--- src/rtl/sumador_pkg.sv ---
// sumador_pkg: shared width default, op encoding and saturation helper
package sumador_pkg;
  localparam int DEF_WIDTH = 8;
  localparam int MAX_W = 32;
  typedef enum logic {OP_ADD = 1'b0, OP_SUB = 1'b1} op_e;
  typedef struct packed {
    logic              ovf;
    logic [MAX_W-1:0]  val;
  } sat_t;
  function automatic sat_t sat_clamp(input logic signed [MAX_W:0] full, input int width);
    logic [MAX_W:0] one;
    logic signed [MAX_W:0] mx;
    logic signed [MAX_W:0] mn;
    sat_t r;
    one = 1;
    mx = (one << (width - 1)) - one;
    mn = ~mx;
    r.ovf = (full > mx) || (full < mn);
    r.val = full > mx ? mx[MAX_W-1:0] : full < mn ? mn[MAX_W-1:0] : full[MAX_W-1:0];
    return r;
  endfunction
endpackage

--- src/rtl/sumador_core.sv ---
// sumador_core: combinational signed add/sub with full-precision and saturated results
module sumador_core import sumador_pkg::*; #(
  parameter int WIDTH = DEF_WIDTH
) (
  input  logic             sub,
  input  logic [WIDTH-1:0] a,
  input  logic [WIDTH-1:0] b,
  output logic [WIDTH:0]   sum,
  output logic [WIDTH-1:0] sum_sat,
  output logic             ovf
);
  logic signed [WIDTH:0] a_ext;
  logic signed [WIDTH:0] b_ext;
  logic signed [WIDTH:0] full;
  sat_t r;
  logic unused_val;
  always_comb begin
    a_ext = {a[WIDTH-1], a};
    b_ext = {b[WIDTH-1], b};
    full = op_e'(sub) == OP_SUB ? a_ext - b_ext : a_ext + b_ext;
    r = sat_clamp((MAX_W+1)'(full), WIDTH);
    sum = full;
    sum_sat = r.val[WIDTH-1:0];
    ovf = r.ovf;
  end
  assign unused_val = ^r.val;
endmodule

--- src/rtl/sumador_pipe.sv ---
// sumador_pipe: registered signed adder/subtractor with saturation and valid qualification
module sumador_pipe import sumador_pkg::*; #(
  parameter int WIDTH = DEF_WIDTH
) (
  input  logic             clk,
  input  logic             rst,
  input  logic             in_valid,
  input  logic             sub,
  input  logic [WIDTH-1:0] a,
  input  logic [WIDTH-1:0] b,
  output logic             out_valid,
  output logic [WIDTH:0]   sum,
  output logic [WIDTH-1:0] sum_sat,
  output logic             ovf
);
  logic [WIDTH:0]   core_sum;
  logic [WIDTH-1:0] core_sat;
  logic             core_ovf;
  logic             valid_d, valid_q;
  logic [WIDTH:0]   sum_d, sum_q;
  logic [WIDTH-1:0] sat_d, sat_q;
  logic             ovf_d, ovf_q;
  sumador_core #(.WIDTH(WIDTH)) u_core (
    .sub(sub),
    .a(a),
    .b(b),
    .sum(core_sum),
    .sum_sat(core_sat),
    .ovf(core_ovf)
  );
  always_comb begin
    valid_d = in_valid;
    sum_d = in_valid ? core_sum : sum_q;
    sat_d = in_valid ? core_sat : sat_q;
    ovf_d = in_valid ? core_ovf : ovf_q;
  end
  always_ff @(posedge clk) begin
    if (rst) begin
      valid_q <= 1'b0;
      sum_q <= '0;
      sat_q <= '0;
      ovf_q <= 1'b0;
    end else begin
      valid_q <= valid_d;
      sum_q <= sum_d;
      sat_q <= sat_d;
      ovf_q <= ovf_d;
    end
  end
  assign out_valid = valid_q;
  assign sum = sum_q;
  assign sum_sat = sat_q;
  assign ovf = ovf_q;
endmodule

--- config.mk ---
export PLATFORM = sky130hd
export DESIGN_NAME = sumador_pipe
export DESIGN_NICKNAME = d
export VERILOG_FILES = /design/src/rtl/sumador_pkg.sv /design/src/rtl/sumador_core.sv /design/src/rtl/sumador_pipe.sv
export SDC_FILE = /design/constraint.sdc
export NUM_CORES = 1
export LEC_CHECK = 0
export ABC_AREA = 1
export CAP_MARGIN = 20
export CELL_PAD_IN_SITES_DETAIL_PLACEMENT = 0
export CELL_PAD_IN_SITES_GLOBAL_PLACEMENT = 2
export CORE_ASPECT_RATIO = 0.7
export CORE_MARGIN = 1
export CORE_UTILIZATION = 25
export CTS_CLUSTER_SIZE = 24
export DETAILED_ROUTE_END_ITERATION = 8
export PLACE_DENSITY = 0.91
export SYNTH_ARGS = -nofsm -noshare
export SYNTH_HDL_FRONTEND = slang
export SYNTH_SLANG_ARGS = --single-unit
--- constraint.sdc ---
create_clock -name clk -period 2.7 [get_ports clk]
set_clock_uncertainty 0.1 [all_clocks]
set_input_delay 0.405 -clock clk [delete_from_list [all_inputs] [get_ports clk]]
set_output_delay 0.405 -clock clk [all_outputs]
set_load 0.05 [all_outputs]
==> run summary <==
Initial core utilization: 0.266
Ant diodes: 0
Pre-antenna DRT Iters: 4
Die ar.: 0.00549 mm2
WP data required: 2.79 ns
Adder-Cell Fraction of Synth Area: 0.102
Peak supply drop: 0.264 mV
Worst Setup SP: b[4]
Setup Viol. Count Final: 0
Max-cap violation count: 0
CTS buffer count: 3
Top delay family on crit path: simple AND/OR/NAND/NOR gates
Routed wire length: 3070 um
Mean Syn Cell Area: 7.14 um2
Slew Viols, Final: 0
Dpl hpwl: 2470 um
Post-Route Setup TNS: 0 ns
Synth Area in Compound Gates: 0.168
CP endpoint: sum_sat[0]
Max Root-Sink Buffers: 2
WHS: 0.366 ns
CTS hold repair buffers: 0
Worst Reg-to-Reg Cells: 2
Wire per inst: 9.71 um
Worst r2r dst: ovf
Final nets: 278
Initial antenna violation count: 0
Clk pwr share: 0.164
Max Clk Rate: 0.398 GHz
Cell row count: 21
Post-synth cell types: 25
Internal: 0.699 mW
Crit. End Element: flop
Largest family of logic cells by synthesized area: simple AND/OR/NAND/NOR gates
Die W: 88.1 um
Pre-CTS setup slack: -0.469 ns
Global-route wire length before repair: 5580 um
Post-DRT Antenna Nets: 0
Fillers: 499
Rel. slew slack: 0.665
HP Class: reg2reg
Tcrit/Tclk final: 0.932
Critical path fanouts, max: 8
Reg clk slew, reported paths: 0.07 ns
PD cells: 550 mW/mm2
Comb power frac: 0.553
Cell count after synthesis: 182
Root buffer cell: clkbuf_8
Fin util: 0.443
Critical path's slowest cell: clkdlybuf4s50_1
Critical Path Stages: 18
Synthesized cell area: 0.00130 mm2
Worst setup margin: 0.185 ns
Switching share of power: 0.413
Most common cell on crit path: nand2_2
Worst Tran Pin Value: 0.501 ns
Die Y: 62.3 um
Syn. warnings: 0
Total track usage: 0.127
Largest net degree at the start of global routing: 22
Finished Cell Area: 0.00216 mm2
CP max stage delay: 0.49 ns
Worst R2R Start: ovf
Finished Layout Cells: 316
Vias in the first global route: 1,295
Share of cells above drive strength 1: 0.340
Seq cells post-synth: 19
Syn Nets: 212
CTS tree: built
Net Switching: 0.491 mW
Sequential fraction of the synthesis area: 0.293
RSZ-0062 raised after global routing: false
Fin. Hold Viols: 0
I/O pin cnt: 39
Drt via density: 4.23
Mux share of post-synthesis cell area: 0
DR DRC count: 0
Cell Chain, Critical Path: clkdlybuf4s50_1 -> inv_2 -> nand2_2 -> nor2_2 -> a21oi_2 -> xor2_1 -> inv_1 -> ha_4 -> a21o_1 -> nor2_1 -> nand2_2 -> inv_2 -> nand3_4 -> nand2_4 -> nand2_8 -> nand2_1 -> nand2_2 -> a21oi_2
Buffers on Ports: 38
Kind of critical path: in2reg
Area after DPL: 0.00194 mm2
Total power: 1.19 mW
RePlAce Congestion: 0.768
Buf/Inv on CP: 4
Clock Sinks: 19
Gr ovfl total: 0
CP Launch Type: input pin
Htree depth: 1
Core area: 0.00489 mm2
Outcome: complete, no violations
Post-synth ARST share: 0
Xor-xnor portion of the synthesized cell area: 0.0742
Final min period: 2.52 ns
Leakage: 0.992 nW
Total number of vias: 1,336
Starting DRT DRC Count: 50
Synth-to-Final Area Change: 66.6%
Sequential share of power: 0.282
Prevailing post-synth register cell: dfxtp_1
R2r setup slk: 1.90 ns
Number of flops mapped to enable cells by yosys: 0
Post-Synth Simple-Gate Area: 0.275
DP Cell Count: 311
Worst EP arrival: 2.61 ns
Clock Latency Late Sink: 0.25 ns
-- state kept, by name, summed over array words and instances, names as in the netlist --
register / cells
sum: 9
sum_sat: 8
out_valid: 1
ovf: 1
-- final cells by class --
cell class / count / area, um2 / share of cell area
timing repair buffer: 65 / 581 / 0.268
sequential: 19 / 380 / 0.176
tap: 69 / 86.3 / 0.0399
multi-input combinational: 133 / 966 / 0.447
clock buffer: 4 / 45.0 / 0.0208
inverter: 26 / 105 / 0.0486
-- synth_stat cells (3+ instances only) --
| cell | instances | area, um2 |
|---|---|---|
| nor2_1 | 10 | 37.5 |
| nand2_2 | 8 | 50.1 |
| inv_1 | 20 | 75.1 |
| nor2_2 | 3 | 18.8 |
| nand3_1 | 6 | 30.0 |
| a21oi_1 | 12 | 60.1 |
| inv_2 | 5 | 18.8 |
| a31oi_1 | 3 | 18.8 |
| a21oi_2 | 7 | 61.3 |
| o211ai_1 | 3 | 22.5 |
| o21ai_0 | 8 | 40.0 |
| dfxtp_1 | 19 | 380 |
| nand2_1 | 45 | 169 |
| xor2_1 | 9 | 78.8 |
| ha_1 | 9 | 113 |
-- layer usage --
layer | vias to the layer above | wire, um | global-route usage
li1 | 714 | - | -
met3 | 2 | 111 | 0.0372
met4 | 0 | 10 | 0.0181
met1 | 603 | 1590 | 0.172
met5 | - | 0 | 0
met2 | 17 | 1350 | 0.202
-- power by group through the flow --
| stage | clock network, mW | logic (mW) | registers [mW] |
|---|---|---|---|
| floorplan | 0 | 0.240 | 0.468 |
| global placement | 0 | 0.570 | 0.342 |
| detailed placement | 0 | 0.572 | 0.342 |
| CTS | 0.205 | 0.596 | 0.336 |
| global route | 0.229 | 0.720 | 0.341 |
| finish | 0.195 | 0.658 | 0.336 |
-- placed cells by master, fill, tap and decap left out, types with 4 or more instances in the layout --
master,n
xor2_1,9
a21oi_1,9
inv_2,7
clkdlybuf4s50_1,33
buf_4,27
nand3_1,6
ha_4,4
a21oi_2,10
inv_1,17
nand2_4,4
nand2_2,15
dfxtp_1,19
o21ai_0,8
nand2_1,33
nor2_1,8
ha_1,4
nor2_2,5
-- worst min path at each step --
stage / slack (ns) / depth (start not counted) / from / end
after detailed placement: 0.36 / 2 / sum_sat[7] / sum_sat[7]
final: 0.37 / 2 / sum_sat[7] / sum_sat[7]
after global placement: 0.36 / 2 / sum_sat[7] / sum_sat[7]
after global routing: 0.40 / 2 / sum_sat[7] / sum_sat[7]
after floorplan: 0.53 / 2 / b[0] / sum[0]
after CTS: 0.37 / 2 / sum_sat[7] / sum_sat[7]
-- logic make-up (layout without fill, tap and decap cells) --
family | count (synthesis) | in the layout
xor gates and xnor gates | 11 | 11
and+or+nand+nor | 77 | 77
adders and majority gates | 10 | 10
DFF | 19 | 19
buffers and inverters | 30 | 95
AOI/OAI and AO/OA | 35 | 35
-- tightest hold or removal path, cell delays in order (launching register included) --
cell	delay [ns]
dfxtp_1	0.31
nand2_1	0.06
a21oi_1	0.05
-- what timing repair did --
item / CTS / global route
buffers inserted: 0 / 1
pin swaps: 4 / 20
setup endpoints to repair: 8 / 12
resized for setup: 12 / 35
endpoints found under the hold margin: 0 / 0
Note: power is estimated with default switching activity, not from simulation.
